`src/rtl/keypad_pkg.sv`:
```
// Shared types and helpers for the matrix keypad scanner and its frame filter.
package keypad_pkg;

  typedef enum logic {RELEASED, PRESSED} kp_state_t;

  typedef enum logic [1:0] {FR_NONE, FR_ONE, FR_MULTI} frame_class_t;

  function automatic int unsigned kp_code(input int unsigned row, input int unsigned col,
                                          input int unsigned cols);
    return row * cols + col;
  endfunction

endpackage

```
`src/rtl/keypad_frame_filter.sv`:
```
// Frame-level debounce filter: tracks the candidate frame class/code and how many consecutive
// frames have matched it, strobing once when the candidate first becomes stable.
module keypad_frame_filter
  import keypad_pkg::*;
#(
  parameter int unsigned DB_FRAMES = 4,
  parameter int unsigned KW        = 4
) (
  input  logic         clk,
  input  logic         reset,
  input  logic         frame_valid_i,
  input  frame_class_t frame_class_i,
  input  logic [KW-1:0] frame_code_i,
  output frame_class_t stable_class_o,
  output logic [KW-1:0] stable_code_o,
  output logic         stable_o
);

  localparam int unsigned SW = $clog2(DB_FRAMES + 1);
  localparam logic [SW-1:0] StabMax = SW'(DB_FRAMES);

  frame_class_t  cand_class_q, cand_class_d;
  logic [KW-1:0] cand_code_q, cand_code_d;
  logic [SW-1:0] stab_cnt_q, stab_cnt_d;
  logic          changed;

  always_comb begin
    cand_class_d = cand_class_q;
    cand_code_d  = cand_code_q;
    stab_cnt_d   = stab_cnt_q;
    stable_o     = 1'b0;
    changed      = (frame_class_i != cand_class_q) ||
                   ((frame_class_i == FR_ONE) && (frame_code_i != cand_code_q));
    if (frame_valid_i) begin
      cand_class_d = frame_class_i;
      cand_code_d  = frame_code_i;
      if (frame_class_i == FR_MULTI) begin
        stab_cnt_d = '0;
      end else if (changed) begin
        stab_cnt_d = SW'(1);
      end else if (stab_cnt_q != StabMax) begin
        stab_cnt_d = stab_cnt_q + 1'b1;
      end
      // Fire only on the frame that reaches the threshold, not while it stays saturated.
      stable_o = (stab_cnt_d == StabMax) && (changed || (stab_cnt_q != StabMax));
    end
  end

  assign stable_class_o = cand_class_d;
  assign stable_code_o  = cand_code_d;

  always_ff @(posedge clk) begin
    if (reset) begin
      cand_class_q <= FR_NONE;
      cand_code_q  <= '0;
      stab_cnt_q   <= '0;
    end else begin
      cand_class_q <= cand_class_d;
      cand_code_q  <= cand_code_d;
      stab_cnt_q   <= stab_cnt_d;
    end
  end

endmodule

```
`src/rtl/keypad_scan_debounce.sv`:
```
// Row-scanning keypad controller: synchronises columns, classifies each scan frame, debounces
// in whole frames and hands one encoded event per press to the consumer over valid/ready.
module keypad_scan_debounce
  import keypad_pkg::*;
#(
  parameter int unsigned ROWS      = 4,
  parameter int unsigned COLS      = 4,
  parameter int unsigned SCAN_DIV  = 16,
  parameter int unsigned DB_FRAMES = 4,
  localparam int unsigned KW       = $clog2(ROWS * COLS)
) (
  input  logic            clk,
  input  logic            reset,
  input  logic [COLS-1:0] columnas,
  output logic [ROWS-1:0] row_drive,
  output logic            key_valid,
  input  logic            key_ready,
  output logic [KW-1:0]   key_code,
  output logic            key_held,
  output logic            multi_key,
  output logic            overrun
);

  localparam int unsigned DW = $clog2(SCAN_DIV);
  localparam int unsigned RW = $clog2(ROWS);
  localparam int unsigned CW = $clog2(COLS);
  localparam logic [DW-1:0] DivLast = DW'(SCAN_DIV - 1);
  localparam logic [RW-1:0] RowLast = RW'(ROWS - 1);

  // Column synchroniser
  logic [COLS-1:0] col_meta_q, col_sync_q;

  // Scan counters
  logic [DW-1:0]   div_cnt_q, div_cnt_d;
  logic [RW-1:0]   row_idx_q, row_idx_d;
  logic [ROWS-1:0] row_drive_q, row_drive_d;

  // Frame accumulation
  logic [1:0]    acc_hits_q, acc_hits_d;
  logic [KW-1:0] acc_code_q, acc_code_d;
  logic [1:0]    row_hits;
  logic [CW-1:0] row_col;
  logic [2:0]    hit_sum;
  logic [1:0]    tot_hits;
  logic [KW-1:0] tot_code;
  logic          sample, frame_end;
  frame_class_t  frame_class;

  // Filter outputs
  frame_class_t  stab_class;
  logic [KW-1:0] stab_code;
  logic          stab_strobe;

  // Event FSM and handshake
  kp_state_t     state_q, state_d;
  logic          key_valid_q, key_valid_d;
  logic [KW-1:0] key_code_q, key_code_d;
  logic          key_held_q, key_held_d;
  logic          multi_key_q, multi_key_d;
  logic          overrun_q, overrun_d;
  logic          accept;

  always_comb begin
    div_cnt_d   = div_cnt_q + 1'b1;
    row_idx_d   = row_idx_q;
    row_drive_d = row_drive_q;
    if (div_cnt_q == DivLast) begin
      div_cnt_d   = '0;
      row_idx_d   = (row_idx_q == RowLast) ? '0 : row_idx_q + 1'b1;
      row_drive_d = {row_drive_q[ROWS-2:0], row_drive_q[ROWS-1]};
    end
  end

  // Hit count (saturating at two) and lowest set column for the driven row.
  always_comb begin
    row_hits = 2'd0;
    row_col  = '0;
    for (int c = int'(COLS) - 1; c >= 0; c--) begin
      if (col_sync_q[c]) begin
        row_col = CW'(c);
        if (row_hits != 2'd2) begin
          row_hits = row_hits + 2'd1;
        end
      end
    end
  end

  assign sample    = (div_cnt_q == DivLast);
  assign frame_end = sample && (row_idx_q == RowLast);
  assign hit_sum   = {1'b0, acc_hits_q} + {1'b0, row_hits};
  assign tot_hits  = (hit_sum >= 3'd2) ? 2'd2 : hit_sum[1:0];
  assign tot_code  = (acc_hits_q == 2'd0) ?
                     KW'(kp_code(32'(row_idx_q), 32'(row_col), COLS)) : acc_code_q;

  always_comb begin
    acc_hits_d = acc_hits_q;
    acc_code_d = acc_code_q;
    if (sample) begin
      acc_hits_d = frame_end ? 2'd0 : tot_hits;
      acc_code_d = frame_end ? '0 : tot_code;
    end
  end

  always_comb begin
    unique case (tot_hits)
      2'd0:    frame_class = FR_NONE;
      2'd1:    frame_class = FR_ONE;
      default: frame_class = FR_MULTI;
    endcase
  end

  keypad_frame_filter #(
    .DB_FRAMES (DB_FRAMES),
    .KW        (KW)
  ) u_filter (
    .clk            (clk),
    .reset          (reset),
    .frame_valid_i  (frame_end),
    .frame_class_i  (frame_class),
    .frame_code_i   (tot_code),
    .stable_class_o (stab_class),
    .stable_code_o  (stab_code),
    .stable_o       (stab_strobe)
  );

  assign accept = key_valid_q & key_ready;

  always_comb begin
    state_d     = state_q;
    key_valid_d = key_valid_q;
    key_code_d  = key_code_q;
    key_held_d  = key_held_q;
    multi_key_d = multi_key_q;
    overrun_d   = 1'b0;

    if (accept) begin
      key_valid_d = 1'b0;
    end
    if (frame_end) begin
      multi_key_d = (frame_class == FR_MULTI);
    end

    if (stab_strobe) begin
      unique case (state_q)
        RELEASED: begin
          if (stab_class == FR_ONE) begin
            state_d    = PRESSED;
            key_held_d = 1'b1;
            // A slot freed by this cycle's acceptance can take the new event directly.
            if (!key_valid_q || accept) begin
              key_valid_d = 1'b1;
              key_code_d  = stab_code;
            end else begin
              overrun_d = 1'b1;
            end
          end
        end
        PRESSED: begin
          if (stab_class == FR_NONE) begin
            state_d    = RELEASED;
            key_held_d = 1'b0;
          end
        end
      endcase
    end
  end

  always_ff @(posedge clk) begin
    if (reset) begin
      col_meta_q  <= '0;
      col_sync_q  <= '0;
      div_cnt_q   <= '0;
      row_idx_q   <= '0;
      row_drive_q <= ROWS'(1);
      acc_hits_q  <= '0;
      acc_code_q  <= '0;
      state_q     <= RELEASED;
      key_valid_q <= 1'b0;
      key_code_q  <= '0;
      key_held_q  <= 1'b0;
      multi_key_q <= 1'b0;
      overrun_q   <= 1'b0;
    end else begin
      col_meta_q  <= columnas;
      col_sync_q  <= col_meta_q;
      div_cnt_q   <= div_cnt_d;
      row_idx_q   <= row_idx_d;
      row_drive_q <= row_drive_d;
      acc_hits_q  <= acc_hits_d;
      acc_code_q  <= acc_code_d;
      state_q     <= state_d;
      key_valid_q <= key_valid_d;
      key_code_q  <= key_code_d;
      key_held_q  <= key_held_d;
      multi_key_q <= multi_key_d;
      overrun_q   <= overrun_d;
    end
  end

  assign row_drive = row_drive_q;
  assign key_valid = key_valid_q;
  assign key_code  = key_code_q;
  assign key_held  = key_held_q;
  assign multi_key = multi_key_q;
  assign overrun   = overrun_q;

endmodule

```
`config.mk`:
```
export PLATFORM = sky130hd
export DESIGN_NAME = keypad_scan_debounce
export DESIGN_NICKNAME = d
export VERILOG_FILES = /design/src/rtl/keypad_pkg.sv /design/src/rtl/keypad_frame_filter.sv /design/src/rtl/keypad_scan_debounce.sv
export SDC_FILE = /design/constraint.sdc
export NUM_CORES = 1
export LEC_CHECK = 0
export BUFFER_PORTS_ARGS = -buffer_cell sky130_fd_sc_hd__buf_2
export CORE_UTILIZATION = 35
export DETAILED_ROUTE_END_ITERATION = 8
export GPL_ROUTABILITY_DRIVEN = 0
export SYNTH_ARGS = -nofsm -noshare
export SYNTH_HDL_FRONTEND = slang
export SYNTH_SLANG_ARGS = --single-unit
```
`constraint.sdc`:
```
create_clock -name clk -period 8 [get_ports clk]
set_input_delay 0.8 -clock clk [delete_from_list [all_inputs] [get_ports clk]]
set_output_delay 0.8 -clock clk [all_outputs]
set_load 0.1 [all_outputs]
```
# After elaboration in Yosys (flattened, before gate mapping)
# Cells that the tools add are included.
# word_totals
word_cells	94
in_bits	7
regBits	42
out_inout_bits	12
# op_classes
magnitude_cmp	1
addsub	8
mux	36
bitwise_logic	4
reduce_logical	14
eq_ne	15
# op_table
op	count
$mux W2	14
$mux W1	12
$mux W3	4
$mux W4	3
$add A2 B1 Y2 const B	4
$ne A2 B2 Y1 const B	4
$eq A2 B1 Y1 const B	3
$logic_not A2 Y1	3
$add A4 B1 Y4 const B	1
$add A4 B2 Y4	1
$eq A2 B2 Y1 const B	2
$eq A4 B4 Y1 const B	1
$ne A4 B4 Y1	1
$pmux W1 S2	2
$pmux W2 S2	1
$reduce_and A4 Y1	1
$reduce_or A4 Y1	1
$add A2 B2 Y3	1
$add A3 B1 Y3 const B	1
$eq A3 B3 Y1 const B	1
$ge A3 B2 Y1 const B	1
$logic_and A1 B1 Y1	3
$logic_or A1 B1 Y1	3
$ne A3 B3 Y1 const B	1
other kinds (7)	9

# Depth between registers and ports, before layout
# Gate-level depths: netlist of the first run.
# logic_depth
depth_word	26
mapped_depth	15
depth_no_buf	15

# Modules after synthesis
# Synthesis of the first run repeated with hierarchy kept, for this count alone.
# hier_totals
hier_cells	208
area_unflattened_um2	1998.2
# modules_own_cells
mod	area_each_um2	seq_area_each_um2	cells_per_inst	instances
keypad_scan_debounce	1446.4	660.6	153	1
keypad_frame_filter	551.8	180.2	55	1

# Worst setup path after synthesis of the first run
# No wires, ideal clock.
# synth_path
path_kind	flip-flop to flip-flop
startpoint	register col_sync_q[2]
endpoint	register key_code_q[0] (netlist: key_code[0])
setup_time_ns	0.121
setup_slack_ns	5.056
arrival_time_ns	2.823
path_buffers	0
required_ns	7.879
synth_period_minus_slack_ns	2.944
path_stages_with_launch	14
path_cell_list	dfxtp_1 -> inv_1 -> ha_1 -> inv_1 -> mux2i_1 -> ha_1 -> inv_1 -> mux2_2 -> fa_1 -> and2_2 -> nand2_1 -> a311o_4 -> nand4_4 -> mux2_4
# synth_via
elab_chain_len	22
elab_cells_between_ends	37
classes_between	add/sub (4); order compare (1); eq/ne (9); mux (17); reduce/logical (6)
# synth_lines
item	line	rtl
start: declaration	keypad_scan_debounce.sv:31	logic [COLS-1:0] col_meta_q, col_sync_q;
start signal: assignment	keypad_scan_debounce.sv:185	col_sync_q <= col_meta_q;
$mux W2	keypad_scan_debounce.sv:79	if (col_sync_q[c]) begin
$add A2 B1 Y2 or $ne A2 B2 Y1 (tied branches)	keypad_scan_debounce.sv:82, keypad_scan_debounce.sv:81	
$mux W2	keypad_scan_debounce.sv:81	if (row_hits != 2'd2) begin
$mux W2	keypad_scan_debounce.sv:79	
$add A2 B1 Y2 or $ne A2 B2 Y1 (tied branches)	keypad_scan_debounce.sv:82, keypad_scan_debounce.sv:81	
$mux W2	keypad_scan_debounce.sv:81	
$mux W2	keypad_scan_debounce.sv:79	
$add A2 B2 Y3	keypad_scan_debounce.sv:90	assign hit_sum = {1'b0, acc_hits_q} + {1'b0, row_hits};
(+6 left out)	--	
$logic_or A1 B1 Y1	keypad_frame_filter.sv:32	changed = (frame_class_i != cand_class_q) ||
$mux W3	keypad_frame_filter.sv:39	end else if (changed) begin
$mux W3	keypad_frame_filter.sv:37	if (frame_class_i == FR_MULTI) begin
$mux W3	keypad_frame_filter.sv:34	if (frame_valid_i) begin
$eq A3 B3 Y1	keypad_frame_filter.sv:45	stable_o = (stab_cnt_d == StabMax) && (changed || (stab_cnt_q != StabMax));
$logic_and A1 B1 Y1	keypad_frame_filter.sv:45	
$mux W1	keypad_frame_filter.sv:34	
$reduce_and A4 Y1 (no line)	--	
end signal: assignment	keypad_scan_debounce.sv:193	key_code_q <= key_code_d;
end: declaration	keypad_scan_debounce.sv:57	logic [KW-1:0] key_code_q, key_code_d;
# Several ways; a longest one is shown, not always the timed one. The select of a mux whose other input is x is not followed.
# A chain may end at the register's enable or synchronous reset.

# Final worst setup path of the first run
# layout_path
startpoint	register col_sync_q[2]
endpoint	register key_code_q[3] (netlist: key_code[3])
# Same word-level chain as after synthesis.

==> results of run 1 <==
-- kinds of logic after synthesis --
| family | count (synthesis) | synth area share (%) |
|---|---|---|
| compound gates | 39 | 12.7 |
| xor+xnor | 9 | 3.81 |
| fa+ha+maj | 11 | 7.01 |
| buf+inv | 22 | 4.89 |
| flops | 42 | 40.6 |
| mux | 9 | 5.38 |
| simple gates | 90 | 25.6 |
-- worst register-to-register path: stages, from the launching register on --
cell and delay [ns]:
dfxtp_1 0.32, inv_1 0.10, ha_1 0.22, inv_1 0.05, mux2i_1 0.18, ha_1 0.18, inv_1 0.04, mux2i_1 0.13
ha_1 0.16, inv_1 0.04, fa_1 0.50, and2_2 0.18, nand2_1 0.10, a311o_4 0.38, nand4_4 0.14, mux2_4 0.31
-- cells in the mapped netlist, types with 2 or more instances --
| library cell | count | area share, % |
|---|---|---|
| nand2_1 | 17 | 3.1 |
| inv_1 | 13 | 2.4 |
| xnor2_1 | 5 | 2.1 |
| nor3_1 | 10 | 2.4 |
| nor2b_1 | 12 | 3.6 |
| buf_4 | 3 | 1.1 |
| mux2i_1 | 4 | 1.9 |
| a21oi_1 | 16 | 3.9 |
| nand4_1 | 4 | 1.2 |
| nand3b_1 | 2 | 0.72 |
| ha_1 | 10 | 6.0 |
| a311oi_1 | 4 | 1.7 |
| o21ai_0 | 6 | 1.5 |
| a22oi_1 | 4 | 1.5 |
| xor2_1 | 4 | 1.7 |
| nand4b_1 | 2 | 0.85 |
| buf_1 | 2 | 0.36 |
| a211oi_1 | 2 | 0.72 |
| mux2_4 | 4 | 2.9 |
| nor2_1 | 21 | 3.8 |
| nor3_2 | 3 | 1.5 |
| and3b_1 | 2 | 0.85 |
| dfxtp_1 | 42 | 41 |
| clkbuf_1 | 3 | 0.54 |
-- stage by stage --
step | cells | util (%) | total power (uW) | hold slack, ns | instance area (sq um)
after floorplan | 222 | - | 238 | 0.414 | 2070
after global placement | 303 | 39.2 | 243 | 0.423 | 2200
after detailed placement | 303 | 39.2 | 243 | 0.428 | 2200
after CTS | 311 | 40.8 | 384 | 0.446 | 2290
after global routing | 311 | 40.8 | 397 | 0.469 | 2290
final | 311 | 40.8 | 378 | 0.438 | 2290
-- layout by cell type, fill, tap and decap left out, types with 2 or more instances in the layout --
cell / count
nand2_1: 17
nand4b_1: 2
mux2i_1: 4
a21oi_1: 16
xnor2_1: 5
ha_1: 10
dfxtp_1: 42
and3b_1: 2
xor2_1: 4
nand4_1: 4
a311oi_1: 4
clkbuf_8: 6
mux2_4: 4
nor2_1: 21
nor2b_1: 12
buf_2: 18
a211oi_1: 2
nand3b_1: 2
inv_1: 13
nor3_2: 3
nor3_1: 10
o21ai_0: 6
a22oi_1: 4
-- power groups by stage --
stage	combinational [uW]	clock, uW	sequential [uW]
floorplan	19.0	0	219
global placement	23.2	0	219
detailed placement	23.6	0	220
CTS	23.7	146	215
global route	26.4	155	215
finish	23.4	140	215
-- routing by layer --
layer / routed length (microns) / part of all wire (%) / GRT usage (%) / vias to the layer above
met5: 0 / 0 / 0 / -
met4: 51 / 1.3 / 6.55 / 0
met3: 172 / 4.5 / 3.33 / 6
met2: 1630 / 43 / 20.3 / 25
met1: 1970 / 51 / 18.4 / 695
li1: - / - / - / 797
-- area by class of cell --
cell class,count,share of cell area (%)
repair buffers,18,3.93
multi-input cells,158,49.3
inverters,13,2.13
clock inverters,1,0.219
clock buffers,7,3.77
well taps,72,3.93
flip-flops and latches,42,36.7
-- flip-flops by register name (all words and copies together) (netlist names), named ones only --
| signal | count |
|---|---|
| key_valid | 1 |
| col_sync_q | 4 |
| u_filter.cand_class_q | 2 |
| overrun | 1 |
| key_code | 4 |
| col_meta_q | 4 |
| row_idx_q | 2 |
| u_filter.cand_code_q | 4 |
| acc_hits_q | 2 |
| u_filter.stab_cnt_q | 3 |
| row_drive | 4 |
| key_held | 1 |
| div_cnt_q | 4 |
| multi_key | 1 |
| acc_code_q | 4 |
-- final timing paths --
check | from | to | slack [ns] | cells past startpoint
max | col_sync_q[2]$_SDFF_PP0_ | key_code[3]$_SDFFE_PP0P_ | 4.86 | 15
min | col_meta_q[0]$_SDFF_PP0_ | col_sync_q[0]$_SDFF_PP0_ | 0.44 | 1
max reg2reg | col_sync_q[2]$_SDFF_PP0_ | key_code[3]$_SDFFE_PP0P_ | 4.86 | 15
min reg2reg | col_meta_q[0]$_SDFF_PP0_ | col_sync_q[0]$_SDFF_PP0_ | 0.44 | 1
==> results.yml, run 1 <==
setup_path:
  crit_buf_inv: 4
  setup.worst_path.start_class: "register"
  critical_path_class: "reg -> reg"
  endpoint_kind: "register"
  critical_path.top_delay_family: "adder cells"
  worstPathCellList: "inv_1, ha_1, inv_1, mux2i_1, ha_1, inv_1, mux2i_1, ha_1, inv_1, fa_1, and2_2, nand2_1, a311o_4, nand4_4, mux2_4"
  max_stage_delay_ns: 0.50
  critPathRequiredTime_ns: 8.19
  cp_slowest_cell: "fa_1"
  cp.arrival_ns: 3.33
  crit_fanout: 8
  path_common_cell: "inv_1"
placed_design:
  pre_cts_ws_ns: 4.85
  dp_hpwl_microns: 2670
  portBuffers: 18
drt:
  drt_wl_total_microns: 3820
  wire_per_inst_microns: 12.3
  drcViolationCount: 0
  drtIter0Drc: 83
  drt-pass1-iter-count: 4
  vias: 1523
  ant_nets: 0
  viasPerCell: 4.90
timing:
  fin_worst_skew_ns: 0.00451
  maxSlewViolCount: 0
  worstMarginPinSlew_ns: 0.775
  maxSlewHeadroom_pct: 48.4
  tns_ns: 0
  period_share_pct: 39.2
  hold_viol: 0
  fmax_mhz: 319
  setup_slack_ns: 4.86
  setup_viol: 0
  rsz0062_at_grt: "no"
  layout_min_cycle_time_ns: 3.14
clocking:
  cts_resized: 0
  clock_tree.root_cell: "clkbuf_8"
  tritoncts: "done"
  post-cts-setup-buffer-count: 0
  clock_sinks: 42
  ctsHoldBuffers: 0
  htreeDepth: 2
  clk_latency_ns: 0.30
  clock_path_buffers: 2
  cts_buffers: 5
  clk_transition_reported_paths_ns: 0.07
yosys:
  yosysWarnings: 0
  ys_ff_latch: 42
  yosysSeqAreaShare_pct: 40.6
  avgSynthCellArea_sq_um: 9.33
  synth_edf_count: 0
  syn-num-nets: 240
  post_synth_num_cell_types: 51
  synthCells: 222
  synth_ff_type: "dfxtp_1"
  syn_area_sq_um: 2070
  async_flop_share_pct: 0
finish:
  fin_nets: 256
  n_fill_cell: 580
  layout.area.seq_sq_um: 841
  drive_gt1_share_pct: 18.4
  multi_input_area_sq_um: 1130
  synthToLayoutAreaGrowth_pct: 10.6
  antennaDiodeCount: 0
grt:
  antenna_found_initial: 0
  grt_max_degree: 44
  first_global_vias: 1429
  grt_pass1_wl_microns: 6540
  grt_use_total_pct: 13.6
  overflow: 0
floorplanning:
  coreArea_sq_um: 5610
  die_area_sq_um: 6230
  io_pins: 19
  start_util_pct: 36.9
  die_w_microns: 78.9
  num_rows: 27
  die_y_microns: 78.9
power:
  swShare_pct: 23.0
  p_seq_share_pct: 56.7
  leakage_uw: 0.000905
  ir_drop_uv: 104
  pwr-share-comb_pct: 6.2
  pwr-share-clk_pct: 37.1
  p_per_area_nw_per_um2: 165
  p_sw_uw: 87.1
  p_int_uw: 291
flow_run:
  maxCapViolCount: 0
min_path:
  holdCritPathClass: "reg -> reg"
outcome:
  status: "finished clean"
(Power assumes the default switching activity.)
==> inputs of run 2 (changes only) <==
- clock period: 8 -> 2.78 ns (I/O delays scaled with it)
==> run 2 against run 1 <==
- the run now ends with setup timing left
- largest power group unchanged
- hold slack got worse by 0.25 ns
- highest routed layer unchanged
- power rose to 3.5 times the previous value
- sequential power rose to 2.9 times the previous value
- fmax rose by 6.5%
- critical endpoint is now key_code[0]$_SDFFE_PP0P_
- clock power rose to 4.3 times the previous value
==> results.yml, run 2 (same netlist as run 1, synthesis figures left out) <==
drt:
  vias: 1642
  drt_wl_total_microns: 4090
  wire_per_inst_microns: 12.4
  drt-pass1-iter-count: 4
  ant_nets: 0
  viasPerCell: 4.96
  drtIter0Drc: 76
  drcViolationCount: 0
finish:
  mostFrequentLayoutCells: "40 x dfxtp_1, 21 x nor2_1, 19 x buf_4"
  final_area_sq_um: 2580
  synthToLayoutAreaGrowth_pct: 24.8
  multi_input_area_sq_um: 1210
  layout_commonest_cell: "dfxtp_1"
  drive_gt1_share_pct: 32.0
  antennaDiodeCount: 0
  layout.area.seq_sq_um: 843
  fin_nets: 276
  n_fill_cell: 549
timing:
  rsz0062_at_grt: "yes"
  period_share_pct: 106
  hold_ws_ns: 0.184
  setup_viol: 11
  maxSlewHeadroom_pct: 45.6
  setup_slack_ns: -0.164
  worstMarginPinSlew_ns: 0.816
  layout_min_cycle_time_ns: 2.94
  fin_worst_skew_ns: 0.00846
  tns_ns: -1.34
  fmax_mhz: 340
  hold_viol: 0
  maxSlewViolCount: 0
setup_path:
  crit_buf_inv: 4
  critPathRequiredTime_ns: 2.97
  max_stage_delay_ns: 0.49
  critical_path.top_delay_family: "adder cells"
  crit_fanout: 4
  endpoint_kind: "register"
  setup.worst_path.start_class: "register"
  path_common_cell: "inv_2"
  critical_path_class: "reg -> reg"
  worstPathCellList: "inv_4, ha_4, inv_2, mux2i_1, ha_2, inv_2, mux2i_1, ha_2, inv_2, fa_1, and2_4, nand2_2, a311o_4, nand4_4, mux2_4"
  cp.arrival_ns: 3.13
  cp_slowest_cell: "fa_1"
clocking:
  ctsHoldBuffers: 0
  clk_latency_ns: 0.30
  clock_path_buffers: 2
  cts_buffers: 5
  tritoncts: "done"
  clock_sinks: 42
  clk_transition_reported_paths_ns: 0.08
  htreeDepth: 2
  clock_tree.root_cell: "clkbuf_8"
grt:
  first_global_vias: 1466
  antenna_found_initial: 0
  grt_max_degree: 44
  overflow: 0
  grt_pass1_wl_microns: 6980
  grt_use_total_pct: 14.6
floorplanning:
  die_w_microns: 78.9
  die_area_sq_um: 6230
  io_pins: 19
  start_util_pct: 36.9
  num_rows: 27
  die_y_microns: 78.9
  coreArea_sq_um: 5610
power:
  pwr-share-comb_pct: 8.0
  leakage_uw: 0.00104
  pwr-share-clk_pct: 45.3
  p_seq_share_pct: 46.7
  swShare_pct: 20.8
  p_sw_uw: 275
  p_int_uw: 1050
  ir_drop_uv: 287
  p_per_area_nw_per_um2: 512
flow_run:
  maxCapViolCount: 0
min_path:
  holdCritPathClass: "in -> reg"
outcome:
  violations: "setup timing"
  status: "finished with violations"
placed_design:
  dpl-instance-area_sq_um: 2330
  dp_hpwl_microns: 2820
  portBuffers: 18
[run 2: cell count changes in the layout (fill, tap and decap cells not counted), moves of 2 or more]
cell | before | now
dfxtp_2 | 0 | 2
ha_4 | 0 | 2
ha_2 | 0 | 2
bufinv_16 | 0 | 2
dfxtp_1 | 42 | 40
inv_1 | 13 | 8
buf_4 | 0 | 19
inv_4 | 0 | 2
ha_1 | 10 | 6
inv_2 | 0 | 3
[run 2: final cells by class]
type	count	share of cell area (%)
multi-input combinational	158	46.9
inverter	13	2.08
clock inverter	2	2.32
tap	72	3.48
timing repair buffer	38	9.44
clock buffer	6	3.19
sequential	42	32.6
[run 2: power groups by stage]
| stage | sequential, uW | clock, uW | combinational [uW] |
|---|---|---|---|
| floorplan | 630 | 0 | 57.1 |
| global placement | 631 | 0 | 86.3 |
| detailed placement | 631 | 0 | 87.3 |
| CTS | 617 | 615 | 97.0 |
| global route | 619 | 636 | 119 |
| finish | 618 | 599 | 106 |
[run 2: what timing repair did]
item | 4_1_cts | 5_1_grt
setup endpoints to repair | 11 | 13
endpoints found under the hold margin | 0 | 0
resized for setup | 5 | 12
pin swaps | 2 | 6
buffers inserted | 2 | 3
[run 2: metal layers]
layer  routed length (microns)  GRT usage, %  vias up
met5                         0             0        -
met4                        74          6.00        0
met3                       126          3.79        7
met2                      1860          21.8       16
met1                      2030          19.7      780
li1                          -             -      839
[run 2: path summary, 6_finish.rpt]
| kind | startpoint | end | cells after the start | slack [ns] |
|---|---|---|---|---|
| max reg2reg | col_sync_q[2]$_SDFF_PP0_ | key_code[0]$_SDFFE_PP0P_ | 15 | -0.16 |
| min reg2reg | col_meta_q[3]$_SDFF_PP0_ | col_sync_q[3]$_SDFF_PP0_ | 1 | 0.44 |
| min | columnas[0] | col_meta_q[0]$_SDFF_PP0_ | 2 | 0.18 |
| max | col_sync_q[2]$_SDFF_PP0_ | key_code[0]$_SDFFE_PP0P_ | 15 | -0.16 |
[run 2: metrics by stage]
step | instances | util, % | worst slack [ns] | total power, uW
2_1_floorplan | 222 | - | -0.140 | 687
3_3_place_gp | 319 | 41.6 | -0.171 | 718
3_5_place_dp | 319 | 41.6 | -0.240 | 719
4_1_cts | 329 | 45.0 | -0.204 | 1330
5_1_grt | 331 | 46.1 | -0.318 | 1370
6_report | 331 | 46.1 | -0.164 | 1320
==> inputs of run 3 (changes only) <==
- CORE_ASPECT_RATIO: unset -> 2
==> run 3 against run 2 <==
- the flow still finishes with violations (setup timing)
- sequential power about the same
- combinational power barely moved
- first-iteration DRC count decreased by 54%
- non-clock buffer count is 2 lower
- fmax shrank 2.5%
- critical endpoint is now key_code[1]$_SDFFE_PP0P_
- clock power up 13%
- count of clock-buffer cells in the layout shrank 1
- setup slack got worse by 0.076 ns
- hold slack better by 0.021 ns
- core utilization is 0.84 points lower
- final cell count fell by 3.9%
==> results.yml, run 3 (same netlist as run 1, synthesis figures left out) <==
power:
  pwr-share-clk_pct: 48.4
  swShare_pct: 22.2
  p_sw_uw: 310
  p_per_area_nw_per_um2: 541
  p_total_uw: 1400
  pwr-share-comb_pct: 7.4
  leakage_uw: 0.00104
  p_seq_share_pct: 44.3
  p_int_uw: 1090
  ir_drop_uv: 523
grt:
  grt_pass1_wl_microns: 7750
  grt_max_degree: 44
  grt_use_met3_pct: 3.62
  busiest_layer: "met2"
  antenna_found_initial: 0
  grt_use_total_pct: 16.3
  first_global_vias: 1709
  overflow: 0
  met1_usage_pct: 15.4
  use_met2_pct: 29.8
drt:
  drt-pass1-iter-count: 4
  vias: 1641
  drcViolationCount: 0
  viasPerCell: 5.16
  ant_nets: 0
  wire_per_inst_microns: 13.9
  drt_wl_total_microns: 4430
  drtIter0Drc: 35
min_path:
  holdCritPathClass: "in -> reg"
  min_path_cells: 2
timing:
  rsz0062_at_grt: "yes"
  worstMarginPinSlew_ns: 0.768
  layout_min_cycle_time_ns: 3.02
  tns_ns: -2.06
  maxSlewViolCount: 0
  period_share_pct: 109
  fin_worst_skew_ns: 0.00737
  setup_slack_ns: -0.240
  hold_ws_ns: 0.206
  fmax_mhz: 331
  hold_viol: 0
  setup_viol: 11
  maxSlewHeadroom_pct: 48.8
floorplanning:
  die_w_microns: 56.4
  die_y_microns: 111
  io_pins: 19
  coreArea_sq_um: 5710
  num_rows: 39
  die_area_sq_um: 6250
  start_util_pct: 36.3
setup_path:
  path_common_cell: "mux2_4"
  endpoint_kind: "register"
  max_stage_delay_ns: 0.54
  cp_slowest_cell: "fa_1"
  setup.worst_path.start_class: "register"
  reg2regPathDepth: 12
  worstPathCellList: "inv_4, ha_4, mux2i_4, ha_2, inv_1, mux2_4, fa_1, and2_4, nand2_4, a311o_4, nand4_4, mux2_4"
  crit_fanout: 4
  cp.arrival_ns: 3.20
  critical_path_class: "reg -> reg"
  critPathRequiredTime_ns: 2.96
clocking:
  clock_sinks: 42
  ctsHoldBuffers: 0
  clk_transition_reported_paths_ns: 0.06
  tritoncts: "done"
  cts_buffers: 5
  clock_path_buffers: 2
  htreeDepth: 2
  clock_tree.root_cell: "clkbuf_16"
  clk_latency_ns: 0.29
placed_design:
  portBuffers: 18
  dp_hpwl_microns: 3100
finish:
  antennaDiodeCount: 0
  fin_nets: 274
  mostFrequentLayoutCells: "40 x dfxtp_1, 21 x nor2_1, 18 x buf_2"
  drive_gt1_share_pct: 31.1
  layout_commonest_cell: "dfxtp_1"
  synthToLayoutAreaGrowth_pct: 24.8
  final_util_pct: 45.3
flow_run:
  maxCapViolCount: 0
outcome:
  status: "finished with violations"
  violations: "setup timing"
-- run 3: power by group through the flow --
stage,Clock (uW),Combinational [uW],Sequential [uW]
2_1_floorplan,0,57.1,630
3_3_place_gp,0,82.6,631
3_5_place_dp,0,84.2,632
6_report,676,103,619
5_1_grt,715,114,621
4_1_cts,691,94.1,619
-- run 3: what timing repair did --
action                                  in CTS  in global routing
endpoints found under the setup margin      11                 11
gates resized for setup                      7                 10
pin swaps                                    0                  5
setup buffers                                3                  1
-- run 3: final timing paths --
path | slack [ns] | start | endpoint
setup / recovery | -0.24 | col_sync_q[3]$_SDFF_PP0_ | key_code[1]$_SDFFE_PP0P_
hold / removal | 0.21 | columnas[1] | col_meta_q[1]$_SDFF_PP0_
setup reg to reg | -0.24 | col_sync_q[3]$_SDFF_PP0_ | key_code[1]$_SDFFE_PP0P_
hold reg to reg | 0.44 | col_meta_q[2]$_SDFF_PP0_ | col_sync_q[2]$_SDFF_PP0_
-- run 3: final cells by class --
cell class / instances / area (sq um)
fill: 535 / 3130
tap: 61 / 76.3
clock buffer: 5 / 125
timing repair buffer: 36 / 229
clock inverter: 3 / 43.8
sequential: 42 / 843
inverter: 13 / 53.8
multi-input combinational: 158 / 1210
-- run 3: critical path: cells and delay by family (launching register included) --
| family | cells | cell delay [ns] |
|---|---|---|
| multiplexers | 3 | 0.63 |
| buffers and inverters | 2 | 0.10 |
| flip-flops | 1 | 0.37 |
| adder cells (fa/ha/maj) | 3 | 1.13 |
| AO/OA/AOI/OAI | 1 | 0.34 |
| AND/OR/NAND/NOR | 3 | 0.36 |
-- run 3: metrics by stage --
| stage | instance area (sq um) | cells | setup slack [ns] |
|---|---|---|---|
| 3_5_place_dp | 2300 | 306 | -0.282 |
| 4_1_cts | 2540 | 317 | -0.260 |
| 5_1_grt | 2580 | 318 | -0.355 |
| 3_3_place_gp | 2300 | 306 | -0.196 |
| 6_report | 2580 | 318 | -0.240 |
| 2_1_floorplan | 2090 | 222 | -0.140 |
-- run 3: routing by layer --
| metal | share of wire (%) | up-vias |
|---|---|---|
| li1 | - | 834 |
| met1 | 38 | 781 |
| met2 | 56 | 17 |
| met3 | 2.1 | 9 |
| met4 | 3.3 | 0 |
| met5 | 0 | - |
